## src/rtl/board_vga_renderer.sv

```systemverilog
`timescale 1ns/1ps
// board_vga_renderer: VGA scan-out of a 16x16 life board as a grid of square cells.
// Board and generation count are latched once per frame so an update never tears the picture.
module board_vga_renderer #(
  parameter int          CLK_DIV  = 4,
  parameter int          H_ACTIVE = 640,
  parameter int          H_FP     = 16,
  parameter int          H_SYNC   = 96,
  parameter int          H_BP     = 48,
  parameter int          V_ACTIVE = 480,
  parameter int          V_FP     = 10,
  parameter int          V_SYNC   = 2,
  parameter int          V_BP     = 33,
  parameter int          CELL_PX  = 24,
  parameter int          X_OFS    = 128,
  parameter int          Y_OFS    = 48,
  parameter logic [11:0] LIVE_RGB = 12'h0F0,
  parameter logic [11:0] DEAD_RGB = 12'h000,
  parameter logic [11:0] LINE_RGB = 12'h333
) (
  input  logic         clk,
  input  logic         reset_n,
  input  logic [255:0] board_i,
  input  logic [15:0]  gen_cnt_i,
  output logic         hsync_o,
  output logic         vsync_o,
  output logic [11:0]  rgb_o,
  output logic         frame_start_o,
  output logic [15:0]  gen_shown_o
);

  localparam int H_TOTAL = H_ACTIVE + H_FP + H_SYNC + H_BP;
  localparam int V_TOTAL = V_ACTIVE + V_FP + V_SYNC + V_BP;
  localparam int H_W     = $clog2(H_TOTAL);
  localparam int V_W     = $clog2(V_TOTAL);
  localparam int DIV_W   = (CLK_DIV > 1) ? $clog2(CLK_DIV) : 1;
  localparam int SUB_W   = (CELL_PX > 1) ? $clog2(CELL_PX) : 1;
  localparam int GRID_PX = 16 * CELL_PX;

  localparam logic [DIV_W-1:0] DIV_LAST = DIV_W'(CLK_DIV - 1);
  localparam logic [H_W-1:0]   H_LAST   = H_W'(H_TOTAL - 1);
  localparam logic [V_W-1:0]   V_LAST   = V_W'(V_TOTAL - 1);
  localparam logic [H_W-1:0]   H_ACT    = H_W'(H_ACTIVE);
  localparam logic [V_W-1:0]   V_ACT    = V_W'(V_ACTIVE);
  localparam logic [H_W-1:0]   HS_BEG   = H_W'(H_ACTIVE + H_FP);
  localparam logic [H_W-1:0]   HS_END   = H_W'(H_ACTIVE + H_FP + H_SYNC);
  localparam logic [V_W-1:0]   VS_BEG   = V_W'(V_ACTIVE + V_FP);
  localparam logic [V_W-1:0]   VS_END   = V_W'(V_ACTIVE + V_FP + V_SYNC);
  localparam logic [H_W-1:0]   X_BEG    = H_W'(X_OFS);
  localparam logic [H_W-1:0]   X_END    = H_W'(X_OFS + GRID_PX);
  localparam logic [V_W-1:0]   Y_BEG    = V_W'(Y_OFS);
  localparam logic [V_W-1:0]   Y_END    = V_W'(Y_OFS + GRID_PX);
  localparam logic [SUB_W-1:0] SUB_LAST = SUB_W'(CELL_PX - 1);

  logic [DIV_W-1:0] div_r;
  logic [H_W-1:0]   h_cnt_r;
  logic [V_W-1:0]   v_cnt_r;
  logic [H_W-1:0]   h_nxt_s;
  logic [V_W-1:0]   v_nxt_s;
  logic [SUB_W-1:0] sub_x_r;
  logic [SUB_W-1:0] sub_y_r;
  logic [3:0]       cell_x_r;
  logic [3:0]       cell_y_r;
  logic [255:0]     snap_r;
  logic             pix_tick_s;
  logic             frame_end_s;
  logic             active_s;
  logic             in_grid_s;
  logic [11:0]      pix_rgb_s;
  logic             hsync_nxt_s;
  logic             vsync_nxt_s;

  assign pix_tick_s  = (div_r == DIV_LAST);
  assign frame_end_s = (h_cnt_r == H_LAST) && (v_cnt_r == V_LAST);

  // Pixel-rate divider
  always_ff @(posedge clk or negedge reset_n) begin
    if (!reset_n)        div_r <= {DIV_W{1'b0}};
    else if (pix_tick_s) div_r <= {DIV_W{1'b0}};
    else                 div_r <= div_r + DIV_W'(1);
  end

  // Next raster position
  always_comb begin
    h_nxt_s = h_cnt_r + H_W'(1);
    v_nxt_s = v_cnt_r;
    if (h_cnt_r == H_LAST) begin
      h_nxt_s = {H_W{1'b0}};
      if (v_cnt_r == V_LAST) v_nxt_s = {V_W{1'b0}};
      else                   v_nxt_s = v_cnt_r + V_W'(1);
    end else begin
      v_nxt_s = v_cnt_r;
    end
  end

  // Raster counters plus incremental cell addressing (no divider needed)
  always_ff @(posedge clk or negedge reset_n) begin
    if (!reset_n) begin
      h_cnt_r  <= {H_W{1'b0}};
      v_cnt_r  <= {V_W{1'b0}};
      sub_x_r  <= {SUB_W{1'b0}};
      sub_y_r  <= {SUB_W{1'b0}};
      cell_x_r <= 4'd0;
      cell_y_r <= 4'd0;
    end else if (pix_tick_s) begin
      h_cnt_r <= h_nxt_s;
      v_cnt_r <= v_nxt_s;
      if (h_nxt_s == X_BEG) begin
        sub_x_r  <= {SUB_W{1'b0}};
        cell_x_r <= 4'd0;
      end else if (sub_x_r == SUB_LAST) begin
        sub_x_r  <= {SUB_W{1'b0}};
        cell_x_r <= cell_x_r + 4'd1;
      end else begin
        sub_x_r  <= sub_x_r + SUB_W'(1);
      end
      // Row counters advance only at line wrap
      if (h_cnt_r == H_LAST) begin
        if (v_nxt_s == Y_BEG) begin
          sub_y_r  <= {SUB_W{1'b0}};
          cell_y_r <= 4'd0;
        end else if (sub_y_r == SUB_LAST) begin
          sub_y_r  <= {SUB_W{1'b0}};
          cell_y_r <= cell_y_r + 4'd1;
        end else begin
          sub_y_r  <= sub_y_r + SUB_W'(1);
        end
      end
    end
  end

  // Colour and sync for the pixel currently addressed by h_cnt/v_cnt
  always_comb begin
    pix_rgb_s   = 12'h000;
    active_s    = (h_cnt_r < H_ACT) && (v_cnt_r < V_ACT);
    in_grid_s   = (h_cnt_r >= X_BEG) && (h_cnt_r < X_END) &&
                  (v_cnt_r >= Y_BEG) && (v_cnt_r < Y_END);
    hsync_nxt_s = !((h_cnt_r >= HS_BEG) && (h_cnt_r < HS_END));
    vsync_nxt_s = !((v_cnt_r >= VS_BEG) && (v_cnt_r < VS_END));
    if (!active_s || !in_grid_s)                          pix_rgb_s = 12'h000;
    else if (sub_x_r == {SUB_W{1'b0}} || sub_y_r == {SUB_W{1'b0}}) pix_rgb_s = LINE_RGB;
    else if (snap_r[{cell_y_r, cell_x_r}])                 pix_rgb_s = LIVE_RGB;
    else                                                   pix_rgb_s = DEAD_RGB;
  end

  // Registered outputs and once-per-frame snapshot
  always_ff @(posedge clk or negedge reset_n) begin
    if (!reset_n) begin
      hsync_o       <= 1'b1;
      vsync_o       <= 1'b1;
      rgb_o         <= 12'h000;
      frame_start_o <= 1'b0;
      gen_shown_o   <= 16'd0;
      snap_r        <= {256{1'b0}};
    end else begin
      frame_start_o <= pix_tick_s && frame_end_s;
      if (pix_tick_s) begin
        hsync_o <= hsync_nxt_s;
        vsync_o <= vsync_nxt_s;
        rgb_o   <= pix_rgb_s;
      end
      if (pix_tick_s && frame_end_s) begin
        snap_r      <= board_i;
        gen_shown_o <= gen_cnt_i;
      end
    end
  end

endmodule

```

## config.mk

```make
export PLATFORM = sky130hd
export DESIGN_NAME = board_vga_renderer
export DESIGN_NICKNAME = d
export VERILOG_FILES = /design/src/rtl/board_vga_renderer.sv
export SDC_FILE = /design/constraint.sdc
export NUM_CORES = 1
export LEC_CHECK = 0
export BUFFER_PORTS_ARGS = -buffer_cell sky130_fd_sc_hd__buf_2
export CAP_MARGIN = 20
export CORE_MARGIN = 3
export CORE_UTILIZATION = 50
export DETAILED_ROUTE_END_ITERATION = 10
export PLACE_DENSITY = 0.77
export SLEW_MARGIN = 10
export SYNTH_ARGS = -nofsm -noshare
export SYNTH_HDL_FRONTEND = slang
export SYNTH_SLANG_ARGS = --single-unit
export TNS_END_PERCENT = 20
```

## constraint.sdc

```tcl
create_clock -name clk -period 2.5 [get_ports clk]
set_input_delay 0.375 -clock clk [delete_from_list [all_inputs] [get_ports clk]]
set_output_delay 0.375 -clock clk [all_outputs]
set_load 0.03 [all_outputs]
```

; Word level (Yosys, flattened, before mapping)
; Cells that the tools add are included.
[word_totals]
reg_bits = 327
input_bits = 274
[op_classes]
n_eq_ne = 7
reduce_logical = 21
n_lt_le_gt_ge = 11
n_addsub = 7
n_mux = 17
[op_table]
columns = op, count
row1 = $mux 10, 5
row2 = $lt 10x10->1 const B, 3
row3 = $lt 10x9->1 const B, 3
row4 = $add 10x1->10 const B, 2
row5 = $eq 10x10->1 const B, 2
row6 = $mux 5, 4
row7 = $mux 4, 4
row8 = $add 5x1->5 const B, 2
row9 = $eq 10x6->1 const B, 1
row10 = $eq 10x8->1 const B, 1
row11 = $eq 5x5->1 const B, 2
row12 = $ge 10x10->1 const B, 1
row13 = $ge 10x6->1 const B, 1
row14 = $ge 10x8->1 const B, 1
row15 = $ge 10x9->1 const B, 1
row16 = $logic_not 5->1, 2
row17 = $lt 8x9->1 const B, 1
row18 = $add 4x1->4 const B, 2
row19 = $bmux 1 s8, 1
row20 = $logic_and 1x1->1, 8
row21 = $mux 8, 1
row22 = $logic_not 1->1, 4
row23 = $reduce_and 2->1, 2
row24 = $reduce_bool 2->1, 2
row25 = other kinds (6), 7

; Longest topological paths before layout
; Gate-level depths: netlist (run 1).
[logic_depth]
ltp_word = 7
depth_mapped = 11
depth_no_buf = 9

; Least setup slack after synthesis (run 1)
; No wires, ideal clock.
[synth_timing]
path_kind = register -> register
start = reg h_cnt_r[0]
end = reg cell_y_r[0]
period_less_slack_ns = 2.611
arrival_ns = 2.486
required_ns = 2.375
path_slack_ns = -0.111
stages_incl_launch_ff = 11
path_cell_list = dfrtp_1 -> ha_1 -> and3_1 -> buf_2 -> nand3_1 -> clkbuf_1 -> o31ai_1 -> a41oi_1 -> nor4b_4 -> o21ai_2 -> mux2_2
[synth_between]
elab_chain_len = 5
elab_cells_between_ends = 6
[synth_lines]
columns = item, line_no
row1 = start: declaration, 56  ; logic [H_W-1:0] h_cnt_r;
row2 = start signal: assignment, 99  ; h_cnt_r <= {H_W{1'b0}};
row3 = start signal: assignment, 106  ; h_cnt_r <= h_nxt_s;
row4 = $eq 10x10->1 (*), "87, 118"
row5 = $mux 10, 87  ; if (h_cnt_r == H_LAST) begin
row6 = $eq 10x6->1, 119  ; if (v_nxt_s == Y_BEG) begin
row7 = $reduce_bool 2->1 (no line), --
row8 = $reduce_and 3->1 (no line), --
row9 = end signal: assignment, 124  ; cell_y_r <= cell_y_r + 4'd1;
row10 = end: declaration, 63  ; logic [3:0] cell_y_r;
; Every way passes the cells marked *; elsewhere a longest branch is shown, timed or not.
; A chain may end at the register's enable or synchronous reset.

; Worst setup path in the final report (run 1)
[layout_timing]
start = reg cell_x_r[0]
end = reg rgb_o[5]
[layout_between]
elab_chain_len = 5
[layout_lines]
columns = item, line_no
row1 = start: declaration, 62  ; logic [3:0] cell_x_r;
row2 = start signal: assignment, 113  ; cell_x_r <= cell_x_r + 4'd1;
row3 = $bmux 1 s8, 142  ; else if (snap_r[{cell_y_r, cell_x_r}]) pix_rgb_s = LIVE_RGB;
row4 = $mux 1 (not written as such), 142
row5 = $mux 8, 142
row6 = $mux 10, 141  ; else if (sub_x_r == {SUB_W{1'b0}} || sub_y_r == {SUB_W{1'b0}}) pix_rgb_s = LINE_RGB;
row7 = $mux 10, 140  ; if (!active_s || !in_grid_s) pix_rgb_s = 12'h000;
row8 = end signal: assignment, 160  ; rgb_o <= pix_rgb_s;
row9 = end: declaration, 27  ; output logic [11:0] rgb_o,
; No other way between the ends. The select of a mux whose other input is x is not followed.

==> impl_metrics.xml, run 1 <==
<?xml version="1.0" encoding="UTF-8"?>
<metrics>
  <group name="synthesis">
    <metric name="synth_area_per_cell" unit="sq um">13.8</metric>
    <metric name="synth_area" unit="sq um">14900</metric>
    <metric name="synth_area_leaders" unit="">sky130_fd_sc_hd__dfrtp_1, sky130_fd_sc_hd__mux2_2, sky130_fd_sc_hd__mux4_2</metric>
    <metric name="post_synth_most_frequent_cells" unit="">sky130_fd_sc_hd__dfrtp_1, sky130_fd_sc_hd__mux2_2, sky130_fd_sc_hd__mux4_2</metric>
    <metric name="post_synth_edffs" unit="">0</metric>
    <metric name="ys.flop_type" unit="">sky130_fd_sc_hd__dfrtp_1</metric>
    <metric name="yosys.area.top_type_share" unit="%">52.9</metric>
    <metric name="synth.yosys.warnings" unit="">0</metric>
    <metric name="share_of_flip_flops_with_an_asynchronous_set_or_reset" unit="%">100</metric>
    <metric name="seq_area_frac_synth" unit="%">53.2</metric>
    <metric name="yosysMostFrequentCell" unit="">sky130_fd_sc_hd__dfrtp_1</metric>
    <metric name="post-synth-top-area-cell" unit="">sky130_fd_sc_hd__dfrtp_1</metric>
    <metric name="post_synth_num_cell_types" unit="">64</metric>
    <metric name="yosys_register_bits" unit="">318</metric>
    <metric name="count_of_mapped_cells_out_of_synthesis" unit="">1082</metric>
  </group>
  <group name="clocking">
    <metric name="htree_depth" unit="">2</metric>
    <metric name="ctsLongestPathBuffers" unit="">3</metric>
    <metric name="root_buffer" unit="">sky130_fd_sc_hd__clkbuf_16</metric>
    <metric name="clock_sinks" unit="">318</metric>
    <metric name="clk_latency" unit="ns">0.51</metric>
    <metric name="clk_transition_reported_paths" unit="ns">0.06</metric>
    <metric name="numCtsBuffers" unit="">35</metric>
    <metric name="tritoncts_clock_tree" unit="">built</metric>
  </group>
  <group name="sta">
    <metric name="period_share" unit="%">102</metric>
    <metric name="worst_slack" unit="ns">-0.0498</metric>
    <metric name="finalHoldViolCount" unit="">0</metric>
    <metric name="clock-skew-final" unit="ns">0.0160</metric>
    <metric name="worst_slew_margin_rel" unit="%">54.8</metric>
    <metric name="setup_viol" unit="">41</metric>
    <metric name="rsz0062_at_grt" unit="">true</metric>
    <metric name="max_clock_freq" unit="MHz">392</metric>
    <metric name="finalHoldWorstSlack" unit="ns">0.0943</metric>
    <metric name="minimum_period_implied_by_the_final_worst_setup_slack" unit="ns">2.55</metric>
    <metric name="fin_tns_setup" unit="ns">-0.508</metric>
    <metric name="worst-slew-pin-transition" unit="ns">0.677</metric>
    <metric name="pins_over_slew_limit" unit="">0</metric>
  </group>
  <group name="detailed_routing">
    <metric name="drtAntennaViolNets" unit="">0</metric>
    <metric name="viasPerCell" unit="">5.75</metric>
    <metric name="post-route-drc-count" unit="">0</metric>
    <metric name="via_count" unit="">10900</metric>
    <metric name="post_drt_wl_per_cell" unit="um">22.0</metric>
    <metric name="route.final.wire_length" unit="mm">41.6</metric>
    <metric name="drt-initial-drc-count" unit="">755</metric>
    <metric name="drt_first_pass_iters" unit="">5</metric>
  </group>
  <group name="status">
    <metric name="outcome" unit="">finished with violations</metric>
    <metric name="violations" unit="">setup timing</metric>
  </group>
  <group name="setup_path">
    <metric name="crit_path_start_kind" unit="">flip-flop</metric>
    <metric name="timing.critical_path.slowest_cell_delay" unit="ns">0.52</metric>
    <metric name="worstPathMaxFanout" unit="">4</metric>
    <metric name="path_cells" unit="">buf_12 &gt; mux4_2 &gt; mux4_2 &gt; nand2_2 &gt; o311ai_4 &gt; a211oi_2 &gt; o21ai_2 &gt; a311o_1</metric>
    <metric name="cp_common_cell" unit="">sky130_fd_sc_hd__mux4_2</metric>
    <metric name="critical_path_sink_type" unit="">flip-flop</metric>
    <metric name="timing.critical_path.slowest_stage_cell" unit="">sky130_fd_sc_hd__mux4_2</metric>
    <metric name="rr_startpoint" unit="">cell_x_r[0]</metric>
    <metric name="worst_r2r_path_depth" unit="">8</metric>
    <metric name="worstSetupPathType" unit="">flip-flop to flip-flop</metric>
    <metric name="cp_data_arrival_time" unit="ns">2.94</metric>
    <metric name="r2r-end" unit="">rgb_o[5]</metric>
    <metric name="worstPathRequired" unit="ns">2.89</metric>
    <metric name="timing.reg2reg.setup_slack" unit="ns">-0.05</metric>
  </group>
  <group name="final_layout">
    <metric name="cell_count_final_fillers_out" unit="">1890</metric>
    <metric name="fillCellCount" unit="">2022</metric>
    <metric name="multiInputGateArea" unit="sq um">6820</metric>
    <metric name="final_cell_area" unit="sq um">19600</metric>
    <metric name="utilization" unit="%">67.3</metric>
    <metric name="seqCellArea" unit="sq um">7970</metric>
    <metric name="final_layout_size_suffix_gt1_share" unit="%">56.7</metric>
    <metric name="numnets_final" unit="">1757</metric>
    <metric name="layout_overhead_on_the_synthesized_area" unit="%">31.0</metric>
  </group>
  <group name="floorplanning">
    <metric name="placementRows" unit="">62</metric>
    <metric name="floorplan.die_area" unit="sq um">32000</metric>
    <metric name="ios" unit="">305</metric>
    <metric name="floorplan.initialDensity" unit="%">51.4</metric>
    <metric name="floorplan.die.height" unit="um">179</metric>
    <metric name="core_area" unit="sq um">29100</metric>
    <metric name="die_x" unit="um">179</metric>
  </group>
  <group name="global_route">
    <metric name="grt_pass1_vias" unit="">11000</metric>
    <metric name="first_pass_grt_wire_length" unit="mm">59.9</metric>
    <metric name="grt_use_total" unit="%">24.3</metric>
    <metric name="globalRoute.totalOverflow" unit="">0</metric>
    <metric name="grt_start_max_net_pins" unit="">76</metric>
    <metric name="antenna_found_initial" unit="">11</metric>
  </group>
  <group name="power_and_ir_drop">
    <metric name="cellLeakagePower" unit="nW">9.51</metric>
    <metric name="power.density_cell_area" unit="nW/um^2">544</metric>
    <metric name="worst_ir_drop_vdd" unit="uV">565</metric>
  </group>
  <group name="placement">
    <metric name="detailed_place_hpwl" unit="mm">28.8</metric>
    <metric name="placed_cells" unit="">1784</metric>
    <metric name="port_buffers" unit="">300</metric>
    <metric name="total_placed_instance_area" unit="sq um">17600</metric>
    <metric name="place_congestion" unit="">0.865</metric>
  </group>
  <group name="hold_path">
    <metric name="hp-class" unit="">primary input to flip-flop</metric>
    <metric name="timing.hold.worst.start" unit="">board_i[100]</metric>
    <metric name="worst_hold_path.endpoint" unit="">snap_r[100]</metric>
    <metric name="hold_depth" unit="">2</metric>
  </group>
  <group name="flow_run">
    <metric name="drv_cap" unit="">0</metric>
  </group>
</metrics>
-- critical path: cells and delay by family (launching register included) --
kind	cells	cell delay [ns]
AO/OA/AOI/OAI	4	0.71
buffers and inverters	1	0.15
flip-flops	1	0.51
AND/OR/NAND/NOR	1	0.12
multiplexers	2	0.94
-- through the flow --
step                      setup WS [ns]  total power [mW]
after detailed placement         -0.198              5.62
after global routing             -0.150              11.0
after global placement           -0.179              5.61
after floorplan               -0.000145              5.26
final                           -0.0498              10.7
after CTS                        -0.118              10.7
-- final cells by class --
| cell class | count | share of cell area [%] |
|---|---|---|
| Sequential cell | 318 | 40.7 |
| Multi-Input combinational cell | 671 | 34.8 |
| Timing Repair Buffer | 428 | 15.8 |
| Clock buffer | 52 | 5.15 |
| Tap cell | 384 | 2.45 |
| Clock inverter | 8 | 0.645 |
| Inverter | 17 | 0.326 |
| Antenna cell | 12 | 0.153 |
-- placed cells by master, fill, tap and decap left out, types with 4 or more instances in the layout --
cell / n
sky130_fd_sc_hd__dfrtp_1: 314
sky130_fd_sc_hd__buf_2: 300
sky130_fd_sc_hd__mux2_2: 253
sky130_fd_sc_hd__buf_4: 76
sky130_fd_sc_hd__mux4_2: 53
sky130_fd_sc_hd__nand2_1: 49
sky130_fd_sc_hd__clkbuf_16: 47
sky130_fd_sc_hd__o21ai_0: 28
sky130_fd_sc_hd__mux2i_1: 28
sky130_fd_sc_hd__mux2_4: 23
sky130_fd_sc_hd__buf_12: 23
sky130_fd_sc_hd__nor2_1: 21
sky130_fd_sc_hd__nor3_1: 18
sky130_fd_sc_hd__nand3_1: 17
sky130_fd_sc_hd__inv_1: 15
sky130_fd_sc_hd__a21oi_1: 14
sky130_fd_sc_hd__diode_2: 12
sky130_fd_sc_hd__ha_1: 10
sky130_fd_sc_hd__clkbuf_1: 10
sky130_fd_sc_hd__buf_6: 10
sky130_fd_sc_hd__nor2b_1: 9
sky130_fd_sc_hd__xnor2_1: 9
sky130_fd_sc_hd__o221ai_1: 9
sky130_fd_sc_hd__a21o_1: 8
sky130_fd_sc_hd__nand4_1: 7
sky130_fd_sc_hd__clkbuf_8: 7
sky130_fd_sc_hd__nand2b_1: 6
sky130_fd_sc_hd__and3_1: 6
sky130_fd_sc_hd__a31oi_1: 6
sky130_fd_sc_hd__nor4b_1: 6
sky130_fd_sc_hd__o31ai_1: 5
sky130_fd_sc_hd__o22ai_1: 5
sky130_fd_sc_hd__nor4_1: 4
sky130_fd_sc_hd__a22o_1: 4
sky130_fd_sc_hd__conb_1: 4
sky130_fd_sc_hd__buf_16: 4
-- sequential cells by signal, indices dropped and copies added (netlist names) --
signal / cells
cell_x_r: 4
sub_y_r: 5
gen_shown_o: 16
div_r: 2
cell_y_r: 4
h_cnt_r: 10
rgb_o: 3
v_cnt_r: 10
snap_r: 256
hsync_o: 1
vsync_o: 1
frame_start_o: 1
sub_x_r: 5
-- routing by layer --
layer | part of all wire [%] | GRT usage [%]
met5 | 0 | 0
met4 | 3.0 | 8.41
met3 | 6.7 | 4.64
met2 | 51 | 40.7
met1 | 40 | 31.7
-- worst max path at each step --
stage | end | from | cells after the start | slack (ns)
floorplan | cell_y_r[0] | h_cnt_r[0] | 10 | -0.0001
global placement | rgb_o[5] | cell_x_r[0] | 8 | -0.18
detailed placement | rgb_o[5] | cell_x_r[0] | 10 | -0.20
CTS | rgb_o[5] | cell_x_r[0] | 8 | -0.12
global route | sub_y_r[0] | h_cnt_r[0] | 11 | -0.15
finish | rgb_o[5] | cell_x_r[0] | 8 | -0.05
-- cells by family (layout without fill, tap and decap cells) --
family / count (synthesis) / after routing / synth area share (%)
AOI/OAI and AO/OA: 116 / 116 / 5.21
xor gates and xnor gates: 9 / 9 / 0.527
adders and majority gates: 12 / 12 / 1.00
buffers and inverters: 96 / 505 / 3.03
DFF: 318 / 318 / 53.2
muxes: 359 / 359 / 30.8
other: 1 / 16 / 0.0251
and+or+nand+nor: 171 / 171 / 6.18
-- report_power, final --
part	internal [mW]	switching [mW]	total (mW)
clock	3.10	2.04	5.14
combinational	0.177	0.200	0.376
sequential	5.15	0	5.15
-- what timing repair did --
action / 4_1_cts / 5_1_grt
pin swaps: 6 / 15
buffers inserted: 3 / 17
gates resized for setup: 12 / 64
hold endpoints to repair: 64 / 0
hold buffers: 1 / 0
setup endpoints to repair: 271 / 270
gates cloned: 0 / 14
Power figures use the tool's default switching activity.
==> inputs of run 2 (changes only) <==
--- a/config.mk
+++ b/config.mk
@@ -8,9 +8,10 @@
 export BUFFER_PORTS_ARGS = -buffer_cell sky130_fd_sc_hd__buf_2
 export CAP_MARGIN = 20
 export CORE_MARGIN = 3
-export CORE_UTILIZATION = 50
+export CORE_UTILIZATION = 52
+export CTS_BUF_LIST = sky130_fd_sc_hd__clkbuf_8
 export DETAILED_ROUTE_END_ITERATION = 10
-export PLACE_DENSITY = 0.77
+export PLACE_DENSITY = 0.79
 export SLEW_MARGIN = 10
 export SYNTH_ARGS = -nofsm -noshare
 export SYNTH_HDL_FRONTEND = slang
==> run 2 against run 1 <==
The run still ends with setup timing left. Critical endpoint unchanged. Worst setup slack worse by 0.029 ns. Non-clock buffer count is 123 higher. Clock power is 4.7% lower. Final cell count increased by 7.7%.
==> impl_metrics.xml, run 2 (synthesized netlist as in run 1, its figures left out) <==
<?xml version="1.0" encoding="UTF-8"?>
<metrics>
  <group name="status">
    <metric name="outcome" unit="">finished with violations</metric>
    <metric name="violations" unit="">setup timing</metric>
  </group>
  <group name="sta">
    <metric name="finalHoldWorstSlack" unit="ns">0.0176</metric>
    <metric name="worst-slew-pin-transition" unit="ns">0.775</metric>
    <metric name="clock-skew-final" unit="ns">0.0566</metric>
    <metric name="fin_tns_setup" unit="ns">-1.07</metric>
    <metric name="period_share" unit="%">103</metric>
    <metric name="finalHoldViolCount" unit="">0</metric>
    <metric name="minimum_period_implied_by_the_final_worst_setup_slack" unit="ns">2.58</metric>
    <metric name="pins_over_slew_limit" unit="">0</metric>
    <metric name="setup_viol" unit="">95</metric>
    <metric name="worst_slew_margin_rel" unit="%">48.2</metric>
    <metric name="max_clock_freq" unit="MHz">388</metric>
    <metric name="rsz0062_at_grt" unit="">true</metric>
    <metric name="worst_slack" unit="ns">-0.0789</metric>
  </group>
  <group name="global_route">
    <metric name="grt_start_max_net_pins" unit="">79</metric>
    <metric name="grt_pass1_vias" unit="">12300</metric>
    <metric name="antenna_found_initial" unit="">7</metric>
    <metric name="globalRoute.totalOverflow" unit="">0</metric>
    <metric name="first_pass_grt_wire_length" unit="mm">67.0</metric>
    <metric name="grt_use_total" unit="%">27.9</metric>
  </group>
  <group name="final_layout">
    <metric name="cell_count_final_fillers_out" unit="">2036</metric>
    <metric name="most_common_cell_after_layout_fill_and_taps_aside" unit="">sky130_fd_sc_hd__dfrtp_1</metric>
    <metric name="layout_overhead_on_the_synthesized_area" unit="%">40.9</metric>
    <metric name="utilization" unit="%">75.0</metric>
    <metric name="max_reg_flops" unit="">256</metric>
    <metric name="regMostFlops" unit="">snap_r</metric>
    <metric name="seqCellArea" unit="sq um">7970</metric>
    <metric name="final_layout_size_suffix_gt1_share" unit="%">54.6</metric>
    <metric name="numnets_final" unit="">1898</metric>
    <metric name="final_cell_area" unit="sq um">21100</metric>
    <metric name="top_registers" unit="">snap_r x256, gen_shown_o x16</metric>
    <metric name="mostFrequentLayoutCells" unit="">sky130_fd_sc_hd__dfrtp_1, sky130_fd_sc_hd__buf_2, sky130_fd_sc_hd__mux2_2, sky130_fd_sc_hd__dlygate4sd3_1, sky130_fd_sc_hd__buf_4</metric>
    <metric name="multiInputGateArea" unit="sq um">7030</metric>
    <metric name="fillCellCount" unit="">1684</metric>
  </group>
  <group name="floorplanning">
    <metric name="ios" unit="">305</metric>
    <metric name="die_x" unit="um">176</metric>
    <metric name="floorplan.die.height" unit="um">176</metric>
    <metric name="floorplan.initialDensity" unit="%">53.2</metric>
    <metric name="floorplan.die_area" unit="sq um">30800</metric>
    <metric name="placementRows" unit="">61</metric>
    <metric name="core_area" unit="sq um">28100</metric>
  </group>
  <group name="detailed_routing">
    <metric name="drt_first_pass_iters" unit="">5</metric>
    <metric name="drt-initial-drc-count" unit="">915</metric>
    <metric name="route.final.wire_length" unit="mm">47.5</metric>
    <metric name="viasPerCell" unit="">5.80</metric>
    <metric name="via_count" unit="">11800</metric>
    <metric name="post-route-drc-count" unit="">0</metric>
    <metric name="drtAntennaViolNets" unit="">0</metric>
    <metric name="post_drt_wl_per_cell" unit="um">23.3</metric>
  </group>
  <group name="clocking">
    <metric name="tritoncts_clock_tree" unit="">built</metric>
    <metric name="numCtsBuffers" unit="">53</metric>
    <metric name="clock_sinks" unit="">318</metric>
    <metric name="htree_depth" unit="">2</metric>
    <metric name="ctsLongestPathBuffers" unit="">3</metric>
    <metric name="clk_latency" unit="ns">0.60</metric>
    <metric name="root_buffer" unit="">sky130_fd_sc_hd__clkbuf_8</metric>
    <metric name="clk_transition_reported_paths" unit="ns">0.06</metric>
  </group>
  <group name="power_and_ir_drop">
    <metric name="power.density_cell_area" unit="nW/um^2">501</metric>
    <metric name="cellLeakagePower" unit="nW">10.2</metric>
    <metric name="worst_ir_drop_vdd" unit="uV">406</metric>
  </group>
  <group name="flow_run">
    <metric name="drv_cap" unit="">0</metric>
  </group>
  <group name="setup_path">
    <metric name="worstSetupPathType" unit="">flip-flop to flip-flop</metric>
    <metric name="critical_path_sink_type" unit="">flip-flop</metric>
    <metric name="worstPathRequired" unit="ns">2.93</metric>
    <metric name="worstPathMaxFanout" unit="">9</metric>
    <metric name="cp_data_arrival_time" unit="ns">3.01</metric>
    <metric name="crit_path_start_kind" unit="">flip-flop</metric>
    <metric name="timing.reg2reg.setup_slack" unit="ns">-0.08</metric>
  </group>
  <group name="placement">
    <metric name="placed_cells" unit="">1787</metric>
    <metric name="total_placed_instance_area" unit="sq um">17700</metric>
    <metric name="place_congestion" unit="">0.900</metric>
    <metric name="port_buffers" unit="">300</metric>
    <metric name="detailed_place_hpwl" unit="mm">29.1</metric>
  </group>
  <group name="hold_path">
    <metric name="hp-class" unit="">primary input to flip-flop</metric>
  </group>
</metrics>
[run 2: changes by cell type in the layout (fill, tap and decap cells not counted), moves of 3 or more]
cell and delta:
sky130_fd_sc_hd__buf_12 +4, sky130_fd_sc_hd__buf_4 +11, sky130_fd_sc_hd__buf_6 +5, sky130_fd_sc_hd__clkbuf_1 -10, sky130_fd_sc_hd__clkbuf_16 -31, sky130_fd_sc_hd__clkbuf_8 +63
sky130_fd_sc_hd__clkinv_2 +5, sky130_fd_sc_hd__diode_2 -5, sky130_fd_sc_hd__dlygate4sd3_1 +101, sky130_fd_sc_hd__inv_1 +12, sky130_fd_sc_hd__mux2_2 -58, sky130_fd_sc_hd__mux2_4 +58
sky130_fd_sc_hd__o21ai_1 +3
[run 2: power breakdown]
part	internal, mW	switching (mW)	total [mW]
sequential	5.15	0	5.15
clock	2.71	2.18	4.90
combinational	0.277	0.239	0.516
[run 2: layout make-up]
| cell class | count | share of cell area (%) |
|---|---|---|
| repair buffers | 551 | 20.8 |
| clock buffers | 70 | 4.58 |
| diodes | 7 | 0.0832 |
| multi-input cells | 671 | 33.4 |
| inverters | 17 | 0.303 |
| well taps | 378 | 2.25 |
| clock inverters | 24 | 0.820 |
| flip-flops and latches | 318 | 37.8 |
[run 2: worst max-delay path, stage by stage, from the launching register on]
cell                        delay, ns
sky130_fd_sc_hd__dfrtp_4         0.46
sky130_fd_sc_hd__buf_12          0.18
sky130_fd_sc_hd__buf_4           0.16
sky130_fd_sc_hd__mux4_2          0.49
sky130_fd_sc_hd__mux2i_1         0.17
sky130_fd_sc_hd__o211ai_1        0.12
sky130_fd_sc_hd__a21oi_1         0.17
sky130_fd_sc_hd__buf_4           0.14
sky130_fd_sc_hd__o2111ai_2       0.16
sky130_fd_sc_hd__a311o_1         0.39
[run 2: per-stage QoR]
stage               setup WS [ns]  power [mW]
CTS                       -0.0508        10.6
detailed placement         -0.190        5.61
global placement           -0.116        5.60
global route               -0.212        10.9
floorplan               -0.000145        5.26
finish                    -0.0789        10.6
[run 2: repair_timing]
| action | in CTS | in global routing |
|---|---|---|
| resized for setup | 27 | 122 |
| buffers inserted | 9 | 21 |
| endpoints found under the setup margin | 3 | 217 |
| pin swaps | 9 | 10 |
| cloned | 0 | 17 |
| endpoints found under the hold margin | 168 | 2 |
| hold buffers | 100 | 2 |
[run 2: routing by layer]
layer  up-vias  wire (um)  global-route usage (%)
met5         -          0                       0
met4         0       1880                    13.4
met3       133       3050                    5.34
met2       551      24500                    47.2
met1      6023      18100                    34.7
li1       5098          -                       -
[run 2: final timing paths]
check                        startpoint          end  cells past startpoint
max                         cell_x_r[0]     rgb_o[5]                      9
min                        board_i[179]  snap_r[179]                      2
max reg2reg                 cell_x_r[0]     rgb_o[5]                      9
min reg2reg                    div_r[0]     div_r[0]                      1
max in group asynchronous       reset_n   snap_r[31]                      3
min in group asynchronous       reset_n   h_cnt_r[7]                      2
==> inputs of run 3 (changes only) <==
--- a/config.mk
+++ b/config.mk
@@ -12,6 +12,7 @@
 export CTS_BUF_LIST = sky130_fd_sc_hd__clkbuf_8
 export DETAILED_ROUTE_END_ITERATION = 10
 export PLACE_DENSITY = 0.79
+export REMOVE_ABC_BUFFERS = 1
 export SLEW_MARGIN = 10
 export SYNTH_ARGS = -nofsm -noshare
 export SYNTH_HDL_FRONTEND = slang
==> run 3 against run 2 <==
The flow still finishes with violations (setup timing). Combinational power down 30%. Worst hold slack improved by 0.0013 ns. Clock skew decreased by 0.014 ns. Sequential cell count is the same. Worst setup slack better by 0.041 ns. Sequential power hardly changed. Critical path depth up 3. Via count decreased by 9.1%. Clock power fell by 5.5%. Critical path type unchanged. Largest power group unchanged.
==> impl_metrics.xml, run 3 (synthesized netlist as in run 1, its figures left out) <==
<?xml version="1.0" encoding="UTF-8"?>
<metrics>
  <group name="status">
    <metric name="outcome" unit="">finished with violations</metric>
    <metric name="violations" unit="">setup timing</metric>
  </group>
  <group name="final_layout">
    <metric name="layout_overhead_on_the_synthesized_area" unit="%">27.4</metric>
    <metric name="top_registers" unit="">snap_r x256, gen_shown_o x16</metric>
    <metric name="mostFrequentLayoutCells" unit="">sky130_fd_sc_hd__dfrtp_1, sky130_fd_sc_hd__buf_2, sky130_fd_sc_hd__mux2_2, sky130_fd_sc_hd__buf_4, sky130_fd_sc_hd__clkbuf_8</metric>
    <metric name="regMostFlops" unit="">snap_r</metric>
    <metric name="final_layout_size_suffix_gt1_share" unit="%">57.0</metric>
    <metric name="numnets_final" unit="">1755</metric>
    <metric name="max_reg_flops" unit="">256</metric>
    <metric name="utilization" unit="%">67.8</metric>
    <metric name="fillCellCount" unit="">2014</metric>
    <metric name="most_common_cell_after_layout_fill_and_taps_aside" unit="">sky130_fd_sc_hd__dfrtp_1</metric>
  </group>
  <group name="floorplanning">
    <metric name="placementRows" unit="">61</metric>
    <metric name="floorplan.die_area" unit="sq um">30800</metric>
    <metric name="core_area" unit="sq um">28100</metric>
    <metric name="die_x" unit="um">176</metric>
    <metric name="floorplan.initialDensity" unit="%">53.2</metric>
    <metric name="floorplan.die.height" unit="um">176</metric>
    <metric name="ios" unit="">305</metric>
  </group>
  <group name="sta">
    <metric name="worst-slew-pin-transition" unit="ns">0.712</metric>
    <metric name="fin_tns_setup" unit="ns">-0.0960</metric>
    <metric name="period_share" unit="%">102</metric>
    <metric name="rsz0062_at_grt" unit="">true</metric>
    <metric name="finalHoldViolCount" unit="">0</metric>
    <metric name="worst_slack" unit="ns">-0.0380</metric>
    <metric name="finalHoldWorstSlack" unit="ns">0.0189</metric>
    <metric name="pins_over_slew_limit" unit="">0</metric>
    <metric name="clock-skew-final" unit="ns">0.0422</metric>
    <metric name="worst_slew_margin_rel" unit="%">52.4</metric>
    <metric name="setup_viol" unit="">5</metric>
    <metric name="minimum_period_implied_by_the_final_worst_setup_slack" unit="ns">2.54</metric>
    <metric name="max_clock_freq" unit="MHz">394</metric>
  </group>
  <group name="detailed_routing">
    <metric name="post-route-drc-count" unit="">0</metric>
    <metric name="drtAntennaViolNets" unit="">0</metric>
    <metric name="drt-initial-drc-count" unit="">602</metric>
    <metric name="drt_first_pass_iters" unit="">5</metric>
    <metric name="via_count" unit="">10700</metric>
    <metric name="post_drt_wl_per_cell" unit="um">21.0</metric>
    <metric name="viasPerCell" unit="">5.66</metric>
    <metric name="route.final.wire_length" unit="mm">39.7</metric>
  </group>
  <group name="power_and_ir_drop">
    <metric name="power.total" unit="mW">10.1</metric>
    <metric name="cellLeakagePower" unit="nW">9.37</metric>
    <metric name="seqPwrFrac" unit="%">50.8</metric>
    <metric name="power_frac_clock" unit="%">45.7</metric>
    <metric name="power.density_cell_area" unit="nW/um^2">533</metric>
    <metric name="worst_ir_drop_vdd" unit="uV">483</metric>
    <metric name="internal_power" unit="mW">7.85</metric>
    <metric name="p_sw" unit="mW">2.29</metric>
    <metric name="sw_frac_of_total" unit="%">22.5</metric>
    <metric name="combPwrFrac" unit="%">3.6</metric>
  </group>
  <group name="setup_path">
    <metric name="timing.critical_path.slowest_stage_cell" unit="">sky130_fd_sc_hd__nor4b_4</metric>
    <metric name="cp_common_cell" unit="">sky130_fd_sc_hd__buf_4</metric>
    <metric name="crit_path_start_kind" unit="">flip-flop</metric>
    <metric name="timing.critical_path.slowest_cell_delay" unit="ns">0.37</metric>
    <metric name="cp_data_arrival_time" unit="ns">3.00</metric>
    <metric name="critical_path_sink_type" unit="">flip-flop</metric>
    <metric name="worstPathMaxFanout" unit="">5</metric>
    <metric name="worstPathRequired" unit="ns">2.96</metric>
    <metric name="path_cells" unit="">buf_4 &gt; ha_1 &gt; inv_1 &gt; nor4_2 &gt; buf_4 &gt; a21o_1 &gt; a41oi_2 &gt; nor4b_4 &gt; buf_4 &gt; clkbuf_16 &gt; nor4_4 &gt; a21o_1</metric>
    <metric name="crit_family" unit="">simple AND/OR/NAND/NOR gates</metric>
    <metric name="worstSetupPathType" unit="">flip-flop to flip-flop</metric>
    <metric name="crit_buf_inv" unit="">5</metric>
  </group>
  <group name="clocking">
    <metric name="clk_latency" unit="ns">0.58</metric>
    <metric name="tritoncts_clock_tree" unit="">built</metric>
    <metric name="clk_transition_reported_paths" unit="ns">0.07</metric>
    <metric name="htree_depth" unit="">2</metric>
    <metric name="clock_sinks" unit="">318</metric>
    <metric name="root_buffer" unit="">sky130_fd_sc_hd__clkbuf_8</metric>
    <metric name="numCtsBuffers" unit="">53</metric>
    <metric name="ctsLongestPathBuffers" unit="">3</metric>
  </group>
  <group name="global_route">
    <metric name="grt_start_max_net_pins" unit="">64</metric>
    <metric name="grt_pass1_vias" unit="">11500</metric>
    <metric name="grt_use_total" unit="%">25.1</metric>
    <metric name="first_pass_grt_wire_length" unit="mm">61.2</metric>
    <metric name="antenna_found_initial" unit="">15</metric>
    <metric name="globalRoute.totalOverflow" unit="">0</metric>
  </group>
  <group name="hold_path">
    <metric name="hp-class" unit="">primary input to flip-flop</metric>
  </group>
  <group name="placement">
    <metric name="pre_cts_ws" unit="ns">-0.201</metric>
    <metric name="detailed_place_hpwl" unit="mm">28.8</metric>
    <metric name="port_buffers" unit="">300</metric>
    <metric name="place_congestion" unit="">0.895</metric>
  </group>
  <group name="flow_run">
    <metric name="drv_cap" unit="">0</metric>
  </group>
</metrics>
## run 3: changes by cell type in the layout (fill, tap and decap cells not counted), sizes merged
cell and change:
clkbuf -17, diode +2, buf -27, inv +7, clkinv -6, clkinvlp +1, bufinv -1, dlygate4sd3 -101
## run 3: layout make-up
class / count / area, sq um / area share [%]
antenna: 9 / 22.5 / 0.118
clock buffer: 68 / 936 / 4.92
clock inverter: 25 / 144 / 0.756
inverter: 17 / 63.8 / 0.335
multi-input combinational: 671 / 6770 / 35.6
sequential: 318 / 7970 / 41.9
tap: 378 / 473 / 2.48
timing repair buffer: 408 / 2660 / 14.0
## run 3: metrics by stage
| stage | instance area [sq um] | std cells |
|---|---|---|
| 6_report | 19000 | 1894 |
| 3_5_place_dp | 17500 | 1775 |
| 2_1_floorplan | 14600 | 1006 |
| 5_1_grt | 19000 | 1891 |
| 4_1_cts | 18700 | 1872 |
| 3_3_place_gp | 17500 | 1775 |
## run 3: routing by layer
layer	routed length, um	vias to the layer above	global-route usage [%]	share of wire [%]
li1	-	4807	-	-
met1	16000	5397	32.4	40
met2	19600	400	41.8	49
met3	2780	106	6.42	7.0
met4	1250	16	8.58	3.2
met5	80	-	0	0.20
## run 3: path summary, 6_finish.rpt
check	from	end	slack (ns)	cells after the start
max reg2reg	v_cnt_r[0]	sub_y_r[0]	-0.04	12
min reg2reg	div_r[0]	div_r[0]	0.44	1
max	v_cnt_r[0]	sub_y_r[0]	-0.04	12
max in group asynchronous	reset_n	snap_r[69]	1.21	3
min in group asynchronous	reset_n	h_cnt_r[6]	0.36	2
min	board_i[110]	snap_r[110]	0.02	2
## run 3: power by group through the flow
| stage | clock, mW | combinational, mW | sequential, mW |
|---|---|---|---|
| 6_report | 4.63 | 0.361 | 5.15 |
| 3_5_place_dp | 0 | 0.366 | 5.24 |
| 4_1_cts | 4.71 | 0.369 | 5.15 |
| 5_1_grt | 4.97 | 0.401 | 5.14 |
| 2_1_floorplan | 0 | 0.0114 | 5.24 |
| 3_3_place_gp | 0 | 0.362 | 5.24 |
## run 3: what timing repair did
item	CTS	global route
pin swaps	6	16
setup endpoints to repair	6	118
setup buffers	3	12
gates cloned	0	2
resized for setup	14	43
hold endpoints to repair	56	0
hold buffers	1	0
## run 3: worst reg2reg max path: stages (launching register included)
cell,delay [ns]
sky130_fd_sc_hd__dfrtp_1,0.36
sky130_fd_sc_hd__buf_4,0.13
sky130_fd_sc_hd__ha_1,0.16
sky130_fd_sc_hd__inv_1,0.09
sky130_fd_sc_hd__nor4_2,0.35
sky130_fd_sc_hd__buf_4,0.18
sky130_fd_sc_hd__a21o_1,0.12
sky130_fd_sc_hd__a41oi_2,0.14
sky130_fd_sc_hd__nor4b_4,0.37
sky130_fd_sc_hd__buf_4,0.19
sky130_fd_sc_hd__clkbuf_16,0.14
sky130_fd_sc_hd__nor4_4,0.04
sky130_fd_sc_hd__a21o_1,0.17
